File: src/rtl/seg7_scan_decoder.sv
// seg7_scan_decoder
//   Recovers hex nibbles from a multiplexed, active-low 7-segment display bus.
//   Each {dig_sel, seg_in} sample must be seen on STABLE_CYCLES consecutive
//   edges before it is committed. After a commit the pattern is locked and is
//   not committed again until the sample changes. Illegal digit selects and
//   unknown segment codes raise sticky error flags.
//
//   Optional build macro: SEG7_ALT_GLYPH_EN
//     When defined, the alternate glyphs 0x18 (nine without segment d) and
//     0x58 (seven with segment f) are also decoded as 9 and 7.
//
// Parameters
//   NUM_DIGITS     number of multiplexed digit positions (1..8)
//   STABLE_CYCLES  identical consecutive samples needed to commit (2..255)
//
// Ports
//   clk          system clock, rising edge
//   rst_n        synchronous reset, active-low
//   seg_in       segment lines, active-low, bit0=a .. bit6=g
//   dig_sel      digit enables, active-high, one-hot; all-zero = blanking
//   err_clr      clears the sticky error flags
//   digits_out   decoded nibbles, digit i at [4i+3:4i]
//   digit_valid  digit i holds a decoded value
//   upd_pulse    one-cycle strobe per successful commit
//   upd_index    digit index of the last successful commit
//   err_sel      sticky: a multi-hot dig_sel was committed
//   err_pat      sticky: an unknown segment pattern was committed
module seg7_scan_decoder #(
  parameter int NUM_DIGITS    = 4,
  parameter int STABLE_CYCLES = 4
) (
  input  logic                    clk,
  input  logic                    rst_n,
  input  logic [6:0]              seg_in,
  input  logic [NUM_DIGITS-1:0]   dig_sel,
  input  logic                    err_clr,
  output logic [4*NUM_DIGITS-1:0] digits_out,
  output logic [NUM_DIGITS-1:0]   digit_valid,
  output logic                    upd_pulse,
  output logic [2:0]              upd_index,
  output logic                    err_sel,
  output logic                    err_pat
);

  localparam int SW = NUM_DIGITS + 7;

  typedef enum logic {
    SETTLE = 1'b0,
    LOCKED = 1'b1
  } state_t;

  state_t          state_q, state_d;
  logic [7:0]      cnt_q, cnt_d;
  logic [SW-1:0]   samp_p0;
  logic [SW-1:0]   cur;
  logic            same;
  logic            commit;

  logic [6:0]            samp_seg;
  logic [NUM_DIGITS-1:0] samp_sel;
  logic [3:0]            sel_cnt;
  logic [2:0]            sel_idx;
  logic                  sel_onehot;
  logic                  sel_multi;
  logic                  pat_known;
  logic [3:0]            pat_nib;

  // Returns {known, nibble}; unknown codes return known=0.
  function automatic logic [4:0] decode_seg(input logic [6:0] s);
    logic [4:0] r;
    case (s)
      7'h40:   r = {1'b1, 4'h0};
      7'h79:   r = {1'b1, 4'h1};
      7'h24:   r = {1'b1, 4'h2};
      7'h30:   r = {1'b1, 4'h3};
      7'h19:   r = {1'b1, 4'h4};
      7'h12:   r = {1'b1, 4'h5};
      7'h02:   r = {1'b1, 4'h6};
      7'h78:   r = {1'b1, 4'h7};
      7'h00:   r = {1'b1, 4'h8};
      7'h10:   r = {1'b1, 4'h9};
      7'h08:   r = {1'b1, 4'hA};
      7'h03:   r = {1'b1, 4'hB};
      7'h46:   r = {1'b1, 4'hC};
      7'h21:   r = {1'b1, 4'hD};
      7'h06:   r = {1'b1, 4'hE};
      7'h0E:   r = {1'b1, 4'hF};
`ifdef SEG7_ALT_GLYPH_EN
      7'h18:   r = {1'b1, 4'h9};
      7'h58:   r = {1'b1, 4'h7};
`endif
      default: r = {1'b0, 4'h0};
    endcase
    return r;
  endfunction

  // Stability counter stops at STABLE_CYCLES instead of wrapping.
  function automatic logic [7:0] sat_inc(input logic [7:0] c);
    return (c >= 8'(STABLE_CYCLES)) ? c : c + 8'd1;
  endfunction

  assign cur  = {dig_sel, seg_in};
  assign same = (cur == samp_p0);

  // The committed value equals the registered sample (commit only happens
  // when the new sample matches it), so decode from the register.
  assign samp_seg = samp_p0[6:0];
  assign samp_sel = samp_p0[SW-1:7];
  assign {pat_known, pat_nib} = decode_seg(samp_seg);

  always_comb begin
    sel_cnt = 4'd0;
    sel_idx = 3'd0;
    for (int i = 0; i < NUM_DIGITS; i++) begin
      if (samp_sel[i]) begin
        sel_cnt = sel_cnt + 4'd1;
        sel_idx = 3'(i);
      end
    end
  end

  assign sel_onehot = (sel_cnt == 4'd1);
  assign sel_multi  = (sel_cnt > 4'd1);

  always_comb begin
    state_d = state_q;
    cnt_d   = cnt_q;
    commit  = 1'b0;
    case (state_q)
      SETTLE: begin
        if (!same) begin
          cnt_d = 8'd1;
        end else begin
          cnt_d = sat_inc(cnt_q);
          if (cnt_d == 8'(STABLE_CYCLES)) begin
            commit  = 1'b1;
            state_d = LOCKED;
          end
        end
      end
      LOCKED: begin
        if (!same) begin
          cnt_d   = 8'd1;
          state_d = SETTLE;
        end
      end
      default: begin
        state_d = SETTLE;
        cnt_d   = 8'd0;
      end
    endcase
  end

  // Stage p0: sample capture, FSM state and committed outputs
  always_ff @(posedge clk) begin
    if (!rst_n) begin
      state_q     <= SETTLE;
      cnt_q       <= 8'd0;
      samp_p0     <= '0;
      digits_out  <= '0;
      digit_valid <= '0;
      upd_pulse   <= 1'b0;
      upd_index   <= 3'd0;
      err_sel     <= 1'b0;
      err_pat     <= 1'b0;
    end else begin
      state_q   <= state_d;
      cnt_q     <= cnt_d;
      samp_p0   <= cur;
      upd_pulse <= commit && sel_onehot && pat_known;
      if (commit && sel_onehot) begin
        for (int i = 0; i < NUM_DIGITS; i++) begin
          if (samp_sel[i]) begin
            if (pat_known) begin
              digits_out[4*i +: 4] <= pat_nib;
              digit_valid[i]       <= 1'b1;
            end else begin
              digit_valid[i]       <= 1'b0;
            end
          end
        end
        if (pat_known) begin
          upd_index <= sel_idx;
        end
      end
      // A new error on the clearing edge wins over err_clr.
      err_sel <= (err_sel && !err_clr) || (commit && sel_multi);
      err_pat <= (err_pat && !err_clr) || (commit && sel_onehot && !pat_known);
    end
  end

endmodule
File: config.mk
export PLATFORM = sky130hd
export DESIGN_NAME = seg7_scan_decoder
export DESIGN_NICKNAME = d
export VERILOG_FILES = /design/src/rtl/seg7_scan_decoder.sv
export SDC_FILE = /design/constraint.sdc
export NUM_CORES = 1
export LEC_CHECK = 0
export ABC_CLOCK_PERIOD_IN_PS = 3400
export CAP_MARGIN = 20
export CORE_MARGIN = 2
export CORE_UTILIZATION = 52
export CTS_CLUSTER_SIZE = 14
export DETAILED_ROUTE_END_ITERATION = 12
export MAX_ROUTING_LAYER = met4
export PLACE_DENSITY = 0.8
export SLEW_MARGIN = 20
export SYNTH_ARGS = -nofsm -noshare
export SYNTH_HDL_FRONTEND = slang
export SYNTH_SLANG_ARGS = --single-unit
File: constraint.sdc
create_clock -name clk -period 3.4 [get_ports clk]
set_input_delay 0.51 -clock clk [delete_from_list [all_inputs] [get_ports clk]]
set_output_delay 0.51 -clock clk [all_outputs]
set_load 0.03 [all_outputs]
# Yosys cells after proc, flatten, opt, wreduce, memory -nomap -nowiden
# Index checks and enable logic that the tools add are counted.
[op_classes]
add_sub_neg = 4
multipliers = 0
order_cmp = 2
div_mod_pow = 0
n_bitwise = 1
reduce_logical = 20
shifts = 0
n_eq_ne = 19
muxes = 18
[op_table]
columns = ["op", "count"]
rows = [
  ["one-hot mux 5 bit (16 select lines)", 1],
  ["equality test 7 bit, second input constant", 4],
  ["two-way mux 8 bit", 3],
  ["equality test 7 x 5 -> 1 bit, second input constant", 3],
  ["equality test 7 x 6 -> 1 bit, second input constant", 3],
  ["one-hot mux 8 bit (2 select lines)", 1],
  ["equality test 7 x 2 -> 1 bit, second input constant", 2],
  ["equality test 7 x 4 -> 1 bit, second input constant", 2],
  ["adder 4 x 1 -> 4 bit, second input constant", 3],
  ["two-way mux 4 bit", 3],
  ["AND reduction 3 bit", 4],
  ["equality test 11 bit", 1],
  ["AND reduction 2 bit", 5],
  ["adder 8 x 1 -> 8 bit, second input constant", 1],
  ["equality test 8 x 3 -> 1 bit, second input constant", 1],
  ["greater-or-equal comparator 8 x 3 -> 1 bit, second input constant", 1],
  ["equality test 7 x 3 -> 1 bit, second input constant", 1],
  ["logical NOT 7 bit", 1],
  ["two-way mux 1 bit", 7],
  ["logical AND 1 bit", 6],
  ["two-way mux 3 bit", 2],
  ["equality test 4 x 1 -> 1 bit, second input constant", 1],
  ["> comparator 4 x 1 -> 1 bit, second input constant", 1],
  ["logical NOT 1 bit", 2],
  ["other kinds (4)", 5],
]
[totals]
mem_bits_ro = 0
latchBits = 0
memories = 0
mem_bits_rw = 0
in_bits = 14
elab_cells = 79
output_inout_bits = 26
regBits = 46

# Logic depth before layout (Yosys ltp)
# Gate-level depths: netlist of the first run.
[depth]
word_depth = 11
mapped_depth = 14

# Worst setup path after synthesis of the first run
# No wires, ideal clock.
[synth_path]
path_type = "reg2reg"
from = "register samp_p0[8]"
to = "register digit_valid[0]"
slack_ns = 0.557
setup_time_ns = 0.091
arrival_ns = 2.752
path_buffers = 2
synth_period_minus_slack_ns = 2.843
path_stages_with_launch = 13
path_cell_list = "dfxtp_1 clkbuf_1 inv_1 ha_1 xor2_1 ha_1 or4b_1 o22ai_2 a31o_2 and2_4 buf_6 a21oi_1 a311oi_1"
[synth_via]
elab_chain_len = 8
word_cells_on_any_way = 11
cone_classes = "2 x add/sub; 2 x eq/ne; 5 x mux; 2 x reduce/logical"
[synth_lines]
columns = ["element", "line_no", "rtl"]
rows = [
  ["start: declaration", "54", "logic [SW-1:0] samp_p0;"],
  ["start signal: assignment", "169", "samp_p0 <= cur;"],
  ["two-way mux 4 bit", "115", "if (samp_sel[i]) begin"],
  ["adder 4 x 1 -> 4 bit", "116", "sel_cnt = sel_cnt + 4'd1;"],
  ["two-way mux 4 bit", "115", ""],
  ["adder 4 x 1 -> 4 bit", "116", ""],
  ["two-way mux 4 bit", "115", ""],
  ["equality test 4 x 1 -> 1 bit", "122", "assign sel_onehot = (sel_cnt == 4'd1);"],
  ["logical AND 1 bit (*)", "171", "if (commit && sel_onehot) begin"],
  ["AND reduction 2 bit (no line) (*)", "--", ""],
  ["end signal: assignment", "161", "digit_valid <= '0;"],
  ["end signal: indexed assignment", "176", "digit_valid[i] <= 1'b1;"],
  ["end signal: indexed assignment", "178", "digit_valid[i] <= 1'b0;"],
  ["end: declaration", "38", "output logic [NUM_DIGITS-1:0] digit_valid,"],
]
# Mark *: on every way between the ends. The rest lies on a longest branch, timed or not.
# A chain may end at the register's enable or synchronous reset.

# Final worst setup path of the first run
[layout_path]
from = "register samp_p0[8]"
to = "register digits_out[6]"
[layout_via]
elab_chain_len = 8
word_cells_on_any_way = 11
cone_classes = "2 x add/sub; 2 x eq/ne; 5 x mux; 2 x reduce/logical"
[layout_lines]
columns = ["element", "line_no", "rtl"]
rows = [
  ["two-way mux 4 bit", "115", ""],
  ["adder 4 x 1 -> 4 bit", "116", ""],
  ["two-way mux 4 bit", "115", ""],
  ["adder 4 x 1 -> 4 bit", "116", ""],
  ["two-way mux 4 bit", "115", ""],
  ["equality test 4 x 1 -> 1 bit", "122", ""],
  ["logical AND 1 bit", "171", ""],
  ["AND reduction 3 bit (no line) (*)", "--", ""],
  ["end signal: indexed assignment", "175", "digits_out[4*i +: 4] <= pat_nib;"],
  ["end: declaration", "37", "output logic [4*NUM_DIGITS-1:0] digits_out,"],
]
# Marks and branches as above.

==> qor.csv, run 1 <==
metric,value,unit
RSZ-0062 raised after global routing,false,
Leak,1.04,nW
First-pass DRT Iterations,4,
Placer Congestion,0.863,
initial antenna violation count,0,
Hold Path Sink,digits_out[5],
register area share after synthesis,0.390,
TritonCTS Sinks,45,
core area,4320,µm²
synth warn,0,
Register-to-Register Setup Slack,0.31,ns
hold buffers post-CTS,0,
total power,1.02,mW
CP Launch Type,flip-flop,
CTS Buf Count,5,
global-route wire length before repair,8.65,mm
vias per inst,5.71,
vias,1929,
sum of negative setup slack,0,ns
Worst EP required,3.55,ns
FF-to-FF Start,samp_p0[8],
Hold Path Origin,digits_out[5],
Hold WC Path Type,reg -> reg,
Crit. End Element,flip-flop,
fmax,324,MHz
"area leader, netlist",dfxtp_1,
largest net degree at the start of global routing,21,
Synth-to-Final Area Change,19.5,%
GRT overflow,0,
clock skew,0.00806,ns
Post-synth EDFFs,0,
Die X,70.6,µm
top_reg_cell synth,dfxtp_1,
status,"finished, final reports clean",
Post-Syn Instances,257,
root buf cell,clkbuf_8,
min Tclk post-route,3.09,ns
PD cells,369,nW/µm²
worst setup path class,reg -> reg,
Total Routing Usage GR,0.222,
Slew headroom,0.540,
CP max FO,12,
Yosys reg bits,45,
Resized cells post-CTS,0,
Final #Nets,304,
post-synthesis net count,276,
DP HPWL,3.62,mm
RR Endpoint,digits_out[6],
Starting Density,0.534,
synth unique cells,53,
final wirelength,5.03,mm
synthesized area,2310,µm²
floorplan row count,24,
post-route core utilization,0.637,
"Slew Viols, Final",0,
area share of the leading cell type in the synthesized netlist,0.390,
"top cells by area, synth","dfxtp_1, xnor2_1, mux2i_1",
H-tree Lvls,2,
worst-case vdd ir drop,231,µV
final setup vio count,0,
most frequent cells in the layout,"dfxtp_1, clkdlybuf4s50_1, nor2_1, nand2_1",
Fin. Hold Viols,0,
deepest clock path buffer count,2,
Max Cap Viol,0,
post-route worst setup slack,0.309,ns
"commonest non-fill, non-tap cell in the layout",dfxtp_1,
crit path launch,samp_p0[8],
port bufs,38,
Worst Max-Slew Pin Slew,0.685,ns
clk_lat worst skew,0.30,ns
"Avg Cell Area, Syn",8.98,µm²
Worst-path clk slew,0.09,ns
Worst EP arrival,3.24,ns
die area,4990,µm²
# Post-CTS Setup Buffers,0,
CTS tree,built,
pre-CTS setup slack,0.355,ns
DRC viols,0,
fin crit share,0.909,
"Async S/R FF share, synth",0,
I/O Pins,40,
ANT cells,0,
initial DRC count,118,
R2R depth,10,
routed wire length per instance,14.9,µm
vias in the first global route,1794,
Antenna Nets Post-Route,0,
die height,70.6,µm
share of layout cells above drive strength 1,0.0769,
hold depth,2,
cells by family (layout without fill, tap and decap cells):
kind of cell             count (synthesis)  after routing  synth area share
AO/OA/AOI/OAI                           52             52             0.158
adder cells (fa/ha/maj)                  5              5            0.0271
flip-flops                              45             45             0.390
multiplexers                            10             10            0.0434
AND/OR/NAND/NOR                         96             96             0.255
XOR/XNOR                                16             16            0.0607
other                                    1              1           0.00163
buffers and inverters                   32             61            0.0634
worst max-delay path, cell delays in order, from the launching register on:
cell	delay (ns)
dfxtp_1	0.49
inv_1	0.08
ha_1	0.37
xor2_1	0.22
ha_1	0.29
or4b_1	0.52
o22ai_2	0.22
a31o_2	0.18
and2_4	0.21
nand3_1	0.19
mux2i_1	0.17
layout make-up:
cell class                      instances  area [µm²]
Multi-Input combinational cell        180        1260
Fill cell                             384        1570
Tap cell                               52        65.1
Clock inverter                          3        21.3
Timing Repair Buffer                   39         388
Inverter                               14        52.6
Sequential cell                        45         901
Clock buffer                            5        68.8
state kept, by name, summed over array words and instances (netlist names):
signal       cells
digits_out      16
samp_p0         11
cnt_q            8
digit_valid      4
upd_index        2
err_pat          1
err_sel          1
state_q          1
upd_pulse        1
cells in the mapped netlist, types with 2 or more instances:
cell       n
ha_1       5
nor4_1     2
a31o_2     2
nor4bb_1   3
or4b_1     2
o211ai_1   5
o31ai_1    5
and2_1    12
nor3_1     5
nand2_1   15
nor2b_1    5
nor4b_1    2
o21ai_0   10
inv_1     14
buf_4      2
xor2_1     2
nor2_1    15
a21oi_1   12
a311oi_1   4
clkbuf_1   6
xnor2_1   14
a32o_1     2
dfxtp_1   45
o31a_1     2
o22ai_1    2
mux2i_1   10
nand4_1    4
buf_2      9
nand3_1   10
and3_1     6
nand4b_1   3
power breakdown:
group / internal [mW] / switching (mW)
Clock: 0.146 / 0.193
Combinational: 0.0579 / 0.0628
Sequential: 0.534 / 0.0235
per-layer routing:
metal	global-route usage	wire length, µm	vias to the layer above	share of wire
met2	0.323	2250	44	0.45
met5	-	0	-	0
li1	-	-	971	-
met1	0.311	2480	905	0.49
met4	0.0776	70	0	0.014
met3	0.0427	225	9	0.045
through the flow:
stage	hold WS (ns)	instance area (µm²)	cells
after floorplan	0.425	2310	257
after global placement	0.437	2670	330
after detailed placement	0.446	2670	330
after CTS	0.460	2760	338
after global routing	0.494	2760	338
final	0.457	2760	338
worst max path at each step:
stage | slack, ns | endpoint
floorplan | 0.56 | digit_valid[0]
global placement | 0.48 | digits_out[6]
detailed placement | 0.36 | digits_out[6]
CTS | 0.33 | digits_out[6]
global route | 0.11 | digits_out[6]
finish | 0.31 | digits_out[6]
No activity file was read; power rests on OpenSTA's default activity.
==> run 2: changes to the inputs <==
--- a/config.mk
+++ b/config.mk
@@ -8,11 +8,12 @@
 export ABC_CLOCK_PERIOD_IN_PS = 3400
 export CAP_MARGIN = 20
 export CORE_MARGIN = 2
-export CORE_UTILIZATION = 52
+export CORE_UTILIZATION = 55
+export CTS_BUF_LIST = sky130_fd_sc_hd__clkbuf_2 sky130_fd_sc_hd__clkbuf_4 sky130_fd_sc_hd__clkbuf_8
 export CTS_CLUSTER_SIZE = 14
 export DETAILED_ROUTE_END_ITERATION = 12
 export MAX_ROUTING_LAYER = met4
-export PLACE_DENSITY = 0.8
+export PLACE_DENSITY = 0.84
 export SLEW_MARGIN = 20
 export SYNTH_ARGS = -nofsm -noshare
 export SYNTH_HDL_FRONTEND = slang
==> qor.csv, run 2 (synthesis gave the netlist of run 1 again) <==
metric,value,unit,change
initial antenna violation count,0,,unchanged
Placed Area,2660,µm²,about the same
Worst-path clk slew,0.08,ns,about the same
Placer Congestion,0.851,,-1.4%
fmax,326,MHz,+0.66%
vias in the first global route,1812,,+1.0%
First-pass DRT Iterations,5,,+1
Reg power frac,0.544,,-0.004
final wirelength,5.00,mm,-0.50%
I/O Pins,40,,unchanged
critical path's slowest cell,or4b_1,,
root buf cell,clkbuf_8,,
deepest clock path buffer count,2,,unchanged
final instance area,2760,µm²,about the same
"Slew Viols, Final",0,,unchanged
Psw,0.284,mW,+1.6%
H-tree Lvls,2,,unchanged
Switching Fraction,0.277,,+0.00253
most frequent cells in the layout,"dfxtp_1, clkdlybuf4s50_1, nor2_1, nand2_1",,
sum of negative setup slack,0,ns,unchanged
crit-path cells,inv_1 -> ha_1 -> xor2_1 -> ha_1 -> or4b_1 -> o22ai_2 -> a31o_2 -> and2_4 -> nand3_1 -> mux2i_1,,
share of layout cells above drive strength 1,0.0769,,unchanged
worst-case vdd ir drop,236,µV,+2.0%
Synth-to-Final Area Change,19.5,%,about the same
die area,4730,µm²,-5.1%
CTS Buf Count,5,,unchanged
initial DRC count,158,,+34%
Starting Density,0.573,,+0.0391
PD cells,371,nW/µm²,+0.63%
cell mode on critical path,ha_1,,
Leak,1.04,nW,about the same
Int Power,0.740,mW,+0.33%
floorplan row count,23,,-4.2%
core area,4030,µm²,-6.8%
final setup vio count,0,,unchanged
TritonCTS Sinks,45,,unchanged
CP max FO,12,,unchanged
# Post-CTS Setup Buffers,0,,unchanged
clock skew,0.0141,ns,+0.00603 ns
routed wire length per instance,14.9,µm,about the same
Crit. End Element,flip-flop,,
Antenna Nets Post-Route,0,,unchanged
sequential standard cell area,901,µm²,unchanged
largest net degree at the start of global routing,21,,unchanged
global-route wire length before repair,8.23,mm,-4.8%
CP Launch Type,flip-flop,,
Combinational Power Share,0.119,,about the same
"commonest non-fill, non-tap cell in the layout",dfxtp_1,,
Final #Nets,304,,unchanged
Fin. Hold Viols,0,,unchanged
Total Routing Usage GR,0.240,,+0.0182
Worst EP required,3.56,ns,about the same
status,"finished, final reports clean",,
Max Cap Viol,0,,unchanged
fin crit share,0.903,,-0.00599
worst setup path class,reg -> reg,,
clock share of power,0.337,,+0.004
Largest Register,digits_out,,
GRT overflow,0,,unchanged
vias per inst,5.85,,+2.5%
Die X,68.8,µm,-2.6%
post-route core utilization,0.684,,+0.0470
Multi-input gate area,1260,µm²,unchanged
Hold WC Path Type,reg -> reg,,
ANT cells,0,,unchanged
Fill cells,350,,-8.9%
clk_lat worst skew,0.31,ns,about the same
die height,68.8,µm,-2.6%
Worst Max-Slew Pin Slew,0.658,ns,-0.0274 ns
biggest regs,"digits_out (16), samp_p0 (11), cnt_q (8)",,
Resized cells post-CTS,0,,unchanged
min Tclk post-route,3.07,ns,-0.0204 ns
DP HPWL,3.63,mm,+0.30%
Largest register FFs,16,,unchanged
port bufs,38,,unchanged
DRC viols,0,,unchanged
Critical Path Max Stage Delay,0.53,ns,about the same
Worst EP arrival,3.23,ns,about the same
RSZ-0062 raised after global routing,false,,
CTS tree,built,,
hold buffers post-CTS,0,,unchanged
Slew headroom,0.557,,+0.0172
vias,1966,,+1.9%
## run 2: final timing paths
path	slack, ns	start	cells after the start	end
worst max register to register	0.33	samp_p0[8]	10	digits_out[2]
worst min register to register	0.45	state_q	2	state_q
worst min-delay path	0.45	state_q	2	state_q
worst max-delay path	0.33	samp_p0[8]	10	digits_out[2]
## run 2: final cells by class
class | instances | share of cell area
Tap cell | 50 | 0.0227
Timing Repair Buffer | 39 | 0.141
Clock inverter | 3 | 0.00907
Clock buffer | 5 | 0.0250
Multi-Input combinational cell | 180 | 0.457
Inverter | 14 | 0.0191
Sequential cell | 45 | 0.327
## run 2: power groups by stage
stage	sequential, mW	clock, mW	combinational [mW]
6_report	0.557	0.345	0.122
5_1_grt	0.560	0.366	0.135
4_1_cts	0.556	0.349	0.122
3_5_place_dp	0.569	0	0.121
3_3_place_gp	0.568	0	0.118
2_1_floorplan	0.552	0	0.103
## run 2: stage by stage
stage / std cells / setup slack, ns / hold slack (ns) / power (mW)
2_1_floorplan: 257 / 0.557 / 0.425 / 0.656
3_3_place_gp: 328 / 0.503 / 0.438 / 0.687
3_5_place_dp: 328 / 0.380 / 0.440 / 0.689
4_1_cts: 336 / 0.335 / 0.452 / 1.03
5_1_grt: 336 / 0.131 / 0.460 / 1.06
6_report: 336 / 0.329 / 0.450 / 1.02
## run 2: critical path, delay by kind of cell (launching register included)
family / cells / cell delay (ns)
simple gates: 3 / 0.94
fa+ha+maj: 2 / 0.64
flops: 1 / 0.48
compound gates: 2 / 0.40
xor+xnor: 1 / 0.20
mux: 1 / 0.17
buf+inv: 1 / 0.08
## run 2: per-layer routing
metal  track usage  wire length (µm)  up-vias
met2         0.380              2360       54
met4        0.0833                70        0
met1         0.304              2330      933
met3        0.0536               236        8
met5             -                 0        -
li1              -                 -      971
==> run 3: changes to the inputs <==
--- a/config.mk
+++ b/config.mk
@@ -5,15 +5,16 @@
 export SDC_FILE = /design/constraint.sdc
 export NUM_CORES = 1
 export LEC_CHECK = 0
-export ABC_CLOCK_PERIOD_IN_PS = 3400
+export ABC_CLOCK_PERIOD_IN_PS = 2600
 export CAP_MARGIN = 20
+export CORE_ASPECT_RATIO = 0.8
 export CORE_MARGIN = 2
-export CORE_UTILIZATION = 55
+export CORE_UTILIZATION = 49
 export CTS_BUF_LIST = sky130_fd_sc_hd__clkbuf_2 sky130_fd_sc_hd__clkbuf_4 sky130_fd_sc_hd__clkbuf_8
 export CTS_CLUSTER_SIZE = 14
 export DETAILED_ROUTE_END_ITERATION = 12
 export MAX_ROUTING_LAYER = met4
-export PLACE_DENSITY = 0.84
+export PLACE_DENSITY = 0.79
 export SLEW_MARGIN = 20
 export SYNTH_ARGS = -nofsm -noshare
 export SYNTH_HDL_FRONTEND = slang
==> constraint.sdc (replaced) <==
create_clock -name clk -period 2.6 [get_ports clk]
set_input_delay 0.39 -clock clk [delete_from_list [all_inputs] [get_ports clk]]
set_output_delay 0.39 -clock clk [all_outputs]
set_load 0.03 [all_outputs]
==> qor.csv, run 3 (synthesis gave the netlist of run 1 again) <==
metric,value,unit,change
status,"finished, violations left",,
failing checks,negative setup slack,,
clock share of power,0.356,,+0.019
final setup vio count,1,,+1
placed insts,350,,+6.7%
Reg power frac,0.489,,-0.055
vias,2077,,+5.6%
DRC viols,0,,unchanged
Placed Area,2790,µm²,+4.8%
Highest Signal Layer,met4,,
Largest register FFs,16,,unchanged
Starting Density,0.505,,-0.0677
biggest regs,"digits_out (16), samp_p0 (11), cnt_q (8)",,
clock skew,0.00480,ns,-0.00929 ns
Slew headroom,0.574,,+0.0174
Total Routing Usage GR,0.233,,-0.00747
R2R depth,11,,+1
DP HPWL,3.72,mm,+2.5%
"Slew Viols, Final",0,,unchanged
Die X,80.7,µm,+17%
fmax,384,MHz,+18%
H-tree Lvls,2,,unchanged
Hold WC Path Type,reg -> reg,,
Met1 Wirelength,2.71,mm,+16%
initial DRC count,228,,+44%
PD cells,478,nW/µm²,+29%
CTS Buf Count,5,,unchanged
CTS tree,built,,
Hold Path Origin,state_q,,
ANT cells,0,,unchanged
clk_lat worst skew,0.30,ns,about the same
Hold Path Sink,state_q,,
die height,65.4,µm,-4.9%
Layout Cells excl Fill,368,,+9.5%
Final #Nets,326,,+7.2%
vias per inst,5.64,,-3.5%
share of layout cells above drive strength 1,0.208,,+0.131
deepest clock path buffer count,2,,unchanged
largest net degree at the start of global routing,25,,+19%
vias in the first global route,1979,,+9.2%
Largest Register,digits_out,,
final wirelength,5.77,mm,+15%
core area,4570,µm²,+13%
"commonest non-fill, non-tap cell in the layout",dfxtp_1,,
Psw,0.387,mW,+36%
Combinational Power Share,0.155,,+0.036
Register-to-Register Setup Slack,-0.002,ns,-0.33 ns
Placer Congestion,1.04,,+22%
Max Cap Viol,0,,unchanged
hold depth,2,,unchanged
TritonCTS Sinks,45,,unchanged
Switching Fraction,0.260,,-0.0166
root buf cell,clkbuf_8,,
GRT overflow,0,,unchanged
min Tclk post-route,2.60,ns,-0.469 ns
Leak,1.18,nW,+14%
Worst EP arrival,2.82,ns,-0.41 ns
I/O Pins,40,,unchanged
Crit. End Element,flip-flop,,
CP max FO,8,,-4
Fill cells,369,,+5.4%
Multi-input gate area,1390,µm²,+10%
RSZ-0062 raised after global routing,true,,
wire length on met3,342,µm,+45%
initial antenna violation count,0,,unchanged
fin crit share,1.00,,+0.0977
most frequent cells in the layout,"dfxtp_1, clkdlybuf4s50_1, buf_4",,
Int Power,1.10,mW,+48%
Synth-to-Final Area Change,34.7,%,
floorplan row count,22,,-4.3%
pre-CTS setup slack,-0.0355,ns,-0.415 ns
port bufs,38,,unchanged
Fin. Hold Viols,0,,unchanged
Worst Max-Slew Pin Slew,0.633,ns,-0.0245 ns
final instance area,3110,µm²,+13%
hold buffers post-CTS,0,,unchanged
RR Endpoint,upd_index[1],,
Worst EP required,2.81,ns,-0.75 ns
Worst-path clk slew,0.09,ns,about the same
CP Launch Type,flip-flop,,
routed wire length per instance,15.7,µm,+5.4%
post-route worst setup slack,-0.00210,ns,-0.331 ns
sum of negative setup slack,-0.00210,ns,-0.00210 ns
First-pass DRT Iterations,5,,unchanged
worst-case vdd ir drop,487,µV,+110%
FF-to-FF Start,samp_p0[8],,
Antenna Nets Post-Route,0,,unchanged
global-route wire length before repair,9.27,mm,+13%
Routed met2 length,2.60,mm,+10%
worst setup path class,reg -> reg,,
die area,5280,µm²,+12%
sequential standard cell area,910,µm²,+0.97%
## run 3: worst max-delay path by stage
stage / start / end / slack (ns) / cells past startpoint
after floorplan: samp_p0[7] / digit_valid[0] / 0.009 / 11
after global placement: samp_p0[8] / upd_index[1] / 0.05 / 12
after detailed placement: samp_p0[7] / upd_index[0] / -0.04 / 11
after CTS: samp_p0[8] / upd_index[0] / 0.006 / 11
after global routing: samp_p0[8] / digit_valid[1] / -0.11 / 11
final: samp_p0[8] / upd_index[1] / -0.002 / 11
## run 3: final cells by class
type	instances	share of cell area
multi-input combinational	180	0.446
clock buffer	5	0.0222
sequential	45	0.293
clock inverter	3	0.0149
timing repair buffer	61	0.182
tap	60	0.0242
inverter	14	0.0177
## run 3: metal layers
| metal | vias up | global-route usage |
|---|---|---|
| li1 | 1012 | - |
| met1 | 965 | 0.315 |
| met2 | 83 | 0.351 |
| met3 | 17 | 0.0398 |
| met4 | 0 | 0.0869 |
| met5 | - | - |
## run 3: power groups by stage
stage	registers (mW)	clock network, mW	logic (mW)
global route	0.729	0.566	0.247
floorplan	0.722	0	0.139
finish	0.726	0.529	0.231
CTS	0.725	0.537	0.208
detailed placement	0.739	0	0.177
global placement	0.739	0	0.174
## run 3: through the flow
stage | util | total power [mW] | hold WS [ns]
floorplan | - | 0.861 | 0.425
global placement | 0.611 | 0.913 | 0.435
detailed placement | 0.611 | 0.917 | 0.441
CTS | 0.668 | 1.47 | 0.455
global route | 0.680 | 1.54 | 0.483
finish | 0.680 | 1.49 | 0.449
## run 3: worst max-delay path: stages, from the launching register on
cell and delay (ns):
dfxtp_4 0.40, inv_4 0.04, ha_4 0.28, xor2_4 0.20
ha_4 0.24, or4b_4 0.50, o22ai_4 0.14, a31o_4 0.13
and2_4 0.16, buf_12 0.12, a21oi_1 0.06, a311oi_1 0.23
## run 3: timing repair
item                       in CTS  in global routing
setup endpoints to repair       9                 21
hold endpoints to repair        0                  0
resized for setup              16                 12
pin swaps                       8                  9
setup buffers                  10                  0
